==> src/rtl/ecpri_tx_resp.sv <==
`default_nettype none
// ============================================================================
// Module   : ecpri_tx_resp
// Purpose  : Builds a complete eCPRI Remote Memory Access response frame in
//            the tx frame RAM when ecpri_rx requests one. Header fields are
//            copied from the received-frame header RAM, read-response data
//            comes from the cpri payload RAM, and short frames are zero
//            padded. The finished frame length is then reported to the MAC.
// Revision : 1.0 - initial release
// ----------------------------------------------------------------------------
// Ports
//   clk              system clock
//   reset            synchronous, active-high reset
//   send_write_resp  start pulse: build a write response
//   send_read_resp   start pulse: build a read response (wins over write)
//   resp_payload_len RMA length field, sampled on the start pulse
//   hdr_addr/hdr_oe  header RAM read port, hdr_rdata one cycle later
//   pay_addr/pay_oe  payload RAM read port, pay_rdata one cycle later
//   tx_addr/tx_wdata/tx_we  tx frame RAM write port
//   busy             frame build in progress
//   tx_done          one-cycle pulse when the frame is complete
//   tx_len           frame length in bytes, held after tx_done
// ============================================================================
module ecpri_tx_resp #(
    parameter int DATA_WIDTH = 8,
    parameter int ADDR_WIDTH = 16,
    parameter int MIN_FRAME  = 60
) (
    input  logic                  clk,
    input  logic                  reset,
    input  logic                  send_write_resp,
    input  logic                  send_read_resp,
    input  logic [DATA_WIDTH-1:0] resp_payload_len,
    output logic [ADDR_WIDTH-1:0] hdr_addr,
    output logic                  hdr_oe,
    input  logic [DATA_WIDTH-1:0] hdr_rdata,
    output logic [ADDR_WIDTH-1:0] pay_addr,
    output logic                  pay_oe,
    input  logic [DATA_WIDTH-1:0] pay_rdata,
    output logic [ADDR_WIDTH-1:0] tx_addr,
    output logic [DATA_WIDTH-1:0] tx_wdata,
    output logic                  tx_we,
    output logic                  busy,
    output logic                  tx_done,
    output logic [ADDR_WIDTH-1:0] tx_len
);

    // Frame segments; the state names the segment of the byte in flight.
    localparam logic [2:0] c_ST_IDLE = 3'd0;
    localparam logic [2:0] c_ST_MAC  = 3'd1;
    localparam logic [2:0] c_ST_HDR  = 3'd2;
    localparam logic [2:0] c_ST_RMA  = 3'd3;
    localparam logic [2:0] c_ST_DATA = 3'd4;
    localparam logic [2:0] c_ST_PAD  = 3'd5;
    localparam logic [2:0] c_ST_DONE = 3'd6;

    // Source of a tx byte: generated constant, header RAM or payload RAM.
    localparam logic [1:0] c_SRC_GEN = 2'd0;
    localparam logic [1:0] c_SRC_HDR = 2'd1;
    localparam logic [1:0] c_SRC_PAY = 2'd2;

    localparam logic [ADDR_WIDTH-1:0] c_RMA_END = ADDR_WIDTH'(30);

    logic [2:0]            r_state;
    logic [ADDR_WIDTH-1:0] r_pos;     // tx position of the byte in flight
    logic                  r_is_rd;
    logic [DATA_WIDTH-1:0] r_len;
    logic [1:0]            r_sel;     // what drives tx_wdata on a write cycle
    logic [DATA_WIDTH-1:0] r_wdata;   // generated byte value

    logic                  w_idle;
    logic                  w_start;
    logic                  w_is_rd;
    logic [DATA_WIDTH-1:0] w_len;
    logic [DATA_WIDTH-1:0] w_n;
    logic [15:0]           w_psize;
    logic [ADDR_WIDTH-1:0] w_data_end;
    logic [ADDR_WIDTH-1:0] w_frame_len;
    logic [ADDR_WIDTH-1:0] w_np;
    logic [2:0]            w_nstate;
    logic [1:0]            w_nkind;
    logic [ADDR_WIDTH-1:0] w_src;
    logic [DATA_WIDTH-1:0] w_gen;

    assign w_idle  = (r_state == c_ST_IDLE);
    assign w_start = send_read_resp | send_write_resp;

    // While idle the frame parameters come straight from the start inputs so
    // the first byte can be issued on the same edge that latches them.
    assign w_is_rd = w_idle ? send_read_resp : r_is_rd;
    assign w_len   = w_idle ? resp_payload_len : r_len;
    assign w_n     = w_is_rd ? w_len : '0;

    assign w_psize     = 16'd12 + 16'(w_n);
    assign w_data_end  = c_RMA_END + ADDR_WIDTH'(w_n);
    assign w_frame_len = (w_data_end < ADDR_WIDTH'(MIN_FRAME)) ?
                         ADDR_WIDTH'(MIN_FRAME) : w_data_end;

    // Position of the next byte to handle.
    assign w_np = w_idle ? '0 : r_pos + ADDR_WIDTH'(1);

    // Classify the next byte: segment, source and (if generated) its value.
    always_comb begin
        w_nstate = c_ST_DONE;
        w_nkind  = c_SRC_GEN;
        w_src    = '0;
        w_gen    = '0;
        if (w_np < ADDR_WIDTH'(12)) begin
            // Source and destination MAC swap places.
            w_nstate = c_ST_MAC;
            w_nkind  = c_SRC_HDR;
            w_src    = (w_np < ADDR_WIDTH'(6)) ? w_np + ADDR_WIDTH'(6)
                                                : w_np - ADDR_WIDTH'(6);
        end else if (w_np < ADDR_WIDTH'(18)) begin
            w_nstate = c_ST_HDR;
            case (w_np)
                ADDR_WIDTH'(12): w_gen = DATA_WIDTH'(8'hAE);
                ADDR_WIDTH'(13): w_gen = DATA_WIDTH'(8'hFE);
                ADDR_WIDTH'(14): w_gen = DATA_WIDTH'(8'h10);
                ADDR_WIDTH'(15): w_gen = DATA_WIDTH'(8'h04);
                ADDR_WIDTH'(16): w_gen = DATA_WIDTH'(w_psize[15:8]);
                default:         w_gen = DATA_WIDTH'(w_psize[7:0]);
            endcase
        end else if (w_np < c_RMA_END) begin
            w_nstate = c_ST_RMA;
            case (w_np)
                ADDR_WIDTH'(19): w_gen = w_is_rd ? DATA_WIDTH'(8'h01) : DATA_WIDTH'(8'h11);
                ADDR_WIDTH'(28): w_gen = '0;
                ADDR_WIDTH'(29): w_gen = w_len;
                default: begin
                    // RMA ID, element ID and address echo the request.
                    w_nkind = c_SRC_HDR;
                    w_src   = w_np;
                end
            endcase
        end else if (w_np < w_data_end) begin
            w_nstate = c_ST_DATA;
            w_nkind  = c_SRC_PAY;
            w_src    = w_np - c_RMA_END;
        end else if (w_np < w_frame_len) begin
            w_nstate = c_ST_PAD;
        end
    end

    always_ff @(posedge clk) begin
        if (reset) begin
            r_state  <= c_ST_IDLE;
            r_pos    <= '0;
            r_is_rd  <= 1'b0;
            r_len    <= '0;
            r_sel    <= c_SRC_GEN;
            r_wdata  <= '0;
            hdr_addr <= '0;
            hdr_oe   <= 1'b0;
            pay_addr <= '0;
            pay_oe   <= 1'b0;
            tx_addr  <= '0;
            tx_we    <= 1'b0;
            busy     <= 1'b0;
            tx_done  <= 1'b0;
            tx_len   <= '0;
        end else begin
            hdr_oe  <= 1'b0;
            pay_oe  <= 1'b0;
            tx_we   <= 1'b0;
            tx_done <= 1'b0;

            if (w_idle && w_start) begin
                r_is_rd <= send_read_resp;
                r_len   <= resp_payload_len;
                busy    <= 1'b1;
            end

            if (r_state == c_ST_DONE) begin
                busy    <= 1'b0;
                r_state <= c_ST_IDLE;
            end else if (!w_idle && (hdr_oe || pay_oe)) begin
                // Second cycle of a copied byte: RAM data is on rdata now.
                tx_we   <= 1'b1;
                tx_addr <= r_pos;
                r_sel   <= hdr_oe ? c_SRC_HDR : c_SRC_PAY;
            end else if (!w_idle || w_start) begin
                r_pos   <= w_np;
                r_state <= w_nstate;
                if (w_nstate == c_ST_DONE) begin
                    tx_done <= 1'b1;
                    tx_len  <= w_frame_len;
                end else if (w_nkind == c_SRC_HDR) begin
                    hdr_oe   <= 1'b1;
                    hdr_addr <= w_src;
                end else if (w_nkind == c_SRC_PAY) begin
                    pay_oe   <= 1'b1;
                    pay_addr <= w_src;
                end else begin
                    tx_we   <= 1'b1;
                    tx_addr <= w_np;
                    r_wdata <= w_gen;
                    r_sel   <= c_SRC_GEN;
                end
            end
        end
    end

    // Copied bytes pass the RAM read data straight through on the write cycle.
    always_comb begin
        tx_wdata = r_wdata;
        if (r_sel == c_SRC_HDR) begin
            tx_wdata = hdr_rdata;
        end else if (r_sel == c_SRC_PAY) begin
            tx_wdata = pay_rdata;
        end
    end

endmodule
`default_nettype wire

==> config.mk <==
export PLATFORM = sky130hd
export DESIGN_NAME = ecpri_tx_resp
export DESIGN_NICKNAME = d
export VERILOG_FILES = /design/src/rtl/ecpri_tx_resp.sv
export SDC_FILE = /design/constraint.sdc
export NUM_CORES = 1
export LEC_CHECK = 0
export BUFFER_PORTS_ARGS = -buffer_cell sky130_fd_sc_hd__buf_4
export CAP_MARGIN = 20
export CORE_AREA = 8 8 153 155
export DETAILED_ROUTE_END_ITERATION = 10
export DIE_AREA = 0 0 161 163
export GPL_TIMING_DRIVEN = 0
export PLACE_DENSITY = 0.51
export SETUP_SLACK_MARGIN = 0.15
export SLEW_MARGIN = 40
export SYNTH_ARGS = -nofsm -noshare
export SYNTH_HDL_FRONTEND = slang
export SYNTH_SLANG_ARGS = --single-unit
==> constraint.sdc <==
create_clock -name clk -period 12.3 [get_ports clk]
set_clock_uncertainty 0.15 [all_clocks]
set_input_delay 0 -clock clk [delete_from_list [all_inputs] [get_ports clk]]
set_output_delay 0 -clock clk [all_outputs]
set_load 0.05 [all_outputs]
==> reports/results.txt <==
average wire per standard cell -> 18.71 um
clk_lat worst skew -> 0.36 ns
async set-reset flop share out of synthesis -> 0%
gp weighted congestion -> 0.8983
CP Max Fanout -> 10
sequential-to-total area share from yosys stat -> 31.16%
H-Tree Level Count -> 3
Detailed Routing Iterations Pass 1 -> 7
Sw Share -> 31.74%
Non-Filler Instances -> 1214
number of DRC markers in iteration 0 -> 434
Critical Path Slowest Stage Cell -> or4b_1
sequential share of power -> 40.2%
core region area -> 0.02082 mm^2
post-route ant nets -> 0
max_cap viols -> 0
relative slew slack -> 39.57%
Post-Syn Area -> 0.006424 mm^2
shortest period the worst path allows -> 7.262 ns
Top delay family on crit path -> simple AND/OR/NAND/NOR gates
DR vias/cell -> 5.339
number of placed cells counting well taps -> 1182
CP cell instances -> nor3_2 > buf_4 > buf_1 > mux2i_1 > nor2_1 > inv_1 > ha_1 > nand2_1 > mux2i_1 > o31ai_2 > xnor2_1 > inv_1 > ha_1 > o2111ai_1 > a21oi_1 > a2111oi_0 > a21oi_1 > or4b_1 > buf_4 > ha_1 > inv_1 > nand2_1 > nor3_4 > mux2_1
first-pass GRT wire length -> 35310 um
GRT Overall Usage -> 16.97%
number of buffers and inverters on the critical path -> 6
PD cells -> 104.2 mW/mm^2
Gate power share -> 21.0%
Post-synth EDFFs -> 0
CTS tree -> built
Slew Limit Fails -> 0
Crit path arrival time -> 7.36 ns
vias in the first global route -> 6240
Req. time, crit path -> 12.40 ns
Final Util -> 38.46%
global routing usage on met3 -> 3.539%
Startpoint Class -> flop
most frequent cells in the layout -> buf_4 (108), dfxtp_1 (100), nand2_1 (94), nor2_1 (77), a21oi_1 (64)
Detail Placement HPWL -> 17380 um
number of library cell types mapped by synthesis -> 83
leak pwr -> 3.139 nW
Final setup viols -> 0
Final Hold Fails -> 0
Clk network pwr share -> 38.9%
total wire length -> 22710 um
met2 usage -> 25.99%
Root Driver -> clkbuf_16
GR Util met1 -> 22.82%
Ant. Diodes -> 0
VDD IR-drop max -> 0.06269 mV
DIE WIDTH -> 161 um
routed vias -> 6482
status -> completed
die area -> 0.02624 mm^2
total grt overflow -> 0
Die Y -> 163 um
crit path kind -> flop to flop
Max Freq -> 137.7 MHz
setup TNS -> 0 ns
nets -> 985
Slew @ Worst Pin -> 0.9011 ns
I/O pin cnt -> 105
P&R area growth vs syn -> 24.66%
clk slew on worst S/H paths -> 0.08 ns
internal power -> 0.5698 mW
DR DRC count -> 0
synth warn -> 0
Hold Crit Class -> primary input to flop
#FFs+latches synth -> 100
Mean Syn Cell Area -> 7.970 um^2
CP Capture Type -> flop
net load switching power -> 0.2649 mW
CP max stage delay -> 0.55 ns
Initial Util -> 30.85%
most common cell after layout, fill and taps aside -> buf_4
RSZ-0062 raised after global routing -> false
initial antenna violation count -> 0
gate count of the mapped netlist -> 806
Num CTS Buffers -> 9
share of post-route cells with drive strength above 1 -> 17.89%
std cell rows -> 53
post-CTS setup buffer count -> 0
pin count of the biggest net entering global routing -> 19
PortBufs -> 95
clk buf depth -> 2
final period utilization -> 59.04%
Most used DFF post-synth -> dfxtp_1
grt peak-use layer -> met2
Sink Count -> 100
## worst min-delay path: cells and delay by family
| kind | cells | cell delay (ns) |
|---|---|---|
| buffers and inverters | 1 | 0.23 |
| multiplexers | 1 | 0.12 |
| AND/OR/NAND/NOR | 1 | 0.17 |
## Yosys cell counts (5+ instances only)
| cell type | instances | area share, % |
|---|---|---|
| or3_1 | 8 | 0.78 |
| mux2_1 | 6 | 1.1 |
| buf_4 | 13 | 1.5 |
| o211ai_1 | 12 | 1.4 |
| nand3_1 | 32 | 2.5 |
| o2bb2ai_1 | 5 | 0.68 |
| buf_2 | 7 | 0.55 |
| a22oi_1 | 10 | 1.2 |
| xor2_1 | 6 | 0.82 |
| clkbuf_1 | 32 | 1.9 |
| nor2_1 | 77 | 4.5 |
| a21oi_1 | 64 | 5.0 |
| nand4_1 | 14 | 1.4 |
| and3_1 | 6 | 0.58 |
| nor2b_1 | 11 | 1.1 |
| inv_1 | 30 | 1.8 |
| nand2b_1 | 8 | 0.78 |
| o22a_1 | 6 | 0.82 |
| nor3b_1 | 5 | 0.58 |
| a311oi_1 | 6 | 0.82 |
| nor3_1 | 24 | 1.9 |
| o311ai_0 | 5 | 0.68 |
| and2_1 | 7 | 0.68 |
| ha_1 | 23 | 4.5 |
| a31oi_1 | 10 | 0.97 |
| mux2i_1 | 36 | 5.6 |
| o22ai_1 | 11 | 1.1 |
| dfxtp_1 | 100 | 31 |
| nand2_1 | 94 | 5.5 |
| a21o_1 | 5 | 0.58 |
| a211oi_1 | 16 | 1.9 |
| o21ai_0 | 14 | 1.1 |
| xnor2_1 | 19 | 2.6 |
## routing by layer
layer  up-vias  part of all wire (%)
met2       241                    43
met5         -                     0
met1      3020                    48
met4         0                   2.6
met3        43                   6.1
li1       3178                     -
## sequential cells by signal, indices dropped and copies added, names as in the netlist
signal and flops:
r_pos 16, r_len 8, r_wdata 8, r_is_rd 1, hdr_addr 16, r_sel 2, hdr_oe 1, r_state 3
pay_addr 16, tx_len 9, busy 1, pay_oe 1, tx_addr 16, tx_done 1, tx_we 1
## path summary, 6_finish.rpt
kind	start	end	slack (ns)	depth (start not counted)
max	r_state[1]$_SDFFE_PP0P_	pay_addr[4]$_SDFFE_PP0P_	5.04	24
min	reset	pay_addr[1]$_SDFFE_PP0P_	0.03	3
max reg2reg	r_state[1]$_SDFFE_PP0P_	pay_addr[4]$_SDFFE_PP0P_	5.04	24
min reg2reg	pay_addr[12]$_SDFFE_PP0P_	pay_addr[12]$_SDFFE_PP0P_	0.28	2
## stage by stage
step                setup slack [ns]  area [um^2]  hold slack, ns  total power [mW]
finish                         5.038         8008         0.03421            0.8347
floorplan                      6.548         6446        -0.01403            0.4588
global placement               5.143         7503          0.1200            0.5121
detailed placement             5.138         7515          0.1274            0.5121
CTS                            5.112         8008         0.05224            0.8430
global route                   4.548         8008         0.07304            0.8713
## kinds of logic after synthesis
kind of cell	synth area share, %
compound gates	22.98
xor+xnor	3.409
fa+ha+maj	4.480
buf+inv	6.583
flops	31.16
mux	7.850
other cells	0.05838
simple gates	23.47
## power by group through the flow
stage / clock (mW) / combinational (mW) / sequential (mW)
after floorplan: 0 / 0.108 / 0.350
after global placement: 0 / 0.169 / 0.343
after detailed placement: 0 / 0.169 / 0.343
after CTS: 0.333 / 0.175 / 0.335
after global routing: 0.345 / 0.190 / 0.336
final: 0.324 / 0.175 / 0.335
## area by class of cell
cell class	instances	area, um^2
clock buffers	9	225.2
flip-flops and latches	100	2002
repair buffers	111	873.3
clock inverters	7	107.6
plain buffers	59	301.5
multi-input cells	621	4033
fillers	2220	12810
well taps	275	344.1
inverters	32	121.4
## what timing repair did
action,in CTS,in global routing
endpoints found under the hold margin,9,0
resized for setup,0,0
hold buffers,16,0
Note: power is estimated with default switching activity, not from simulation.
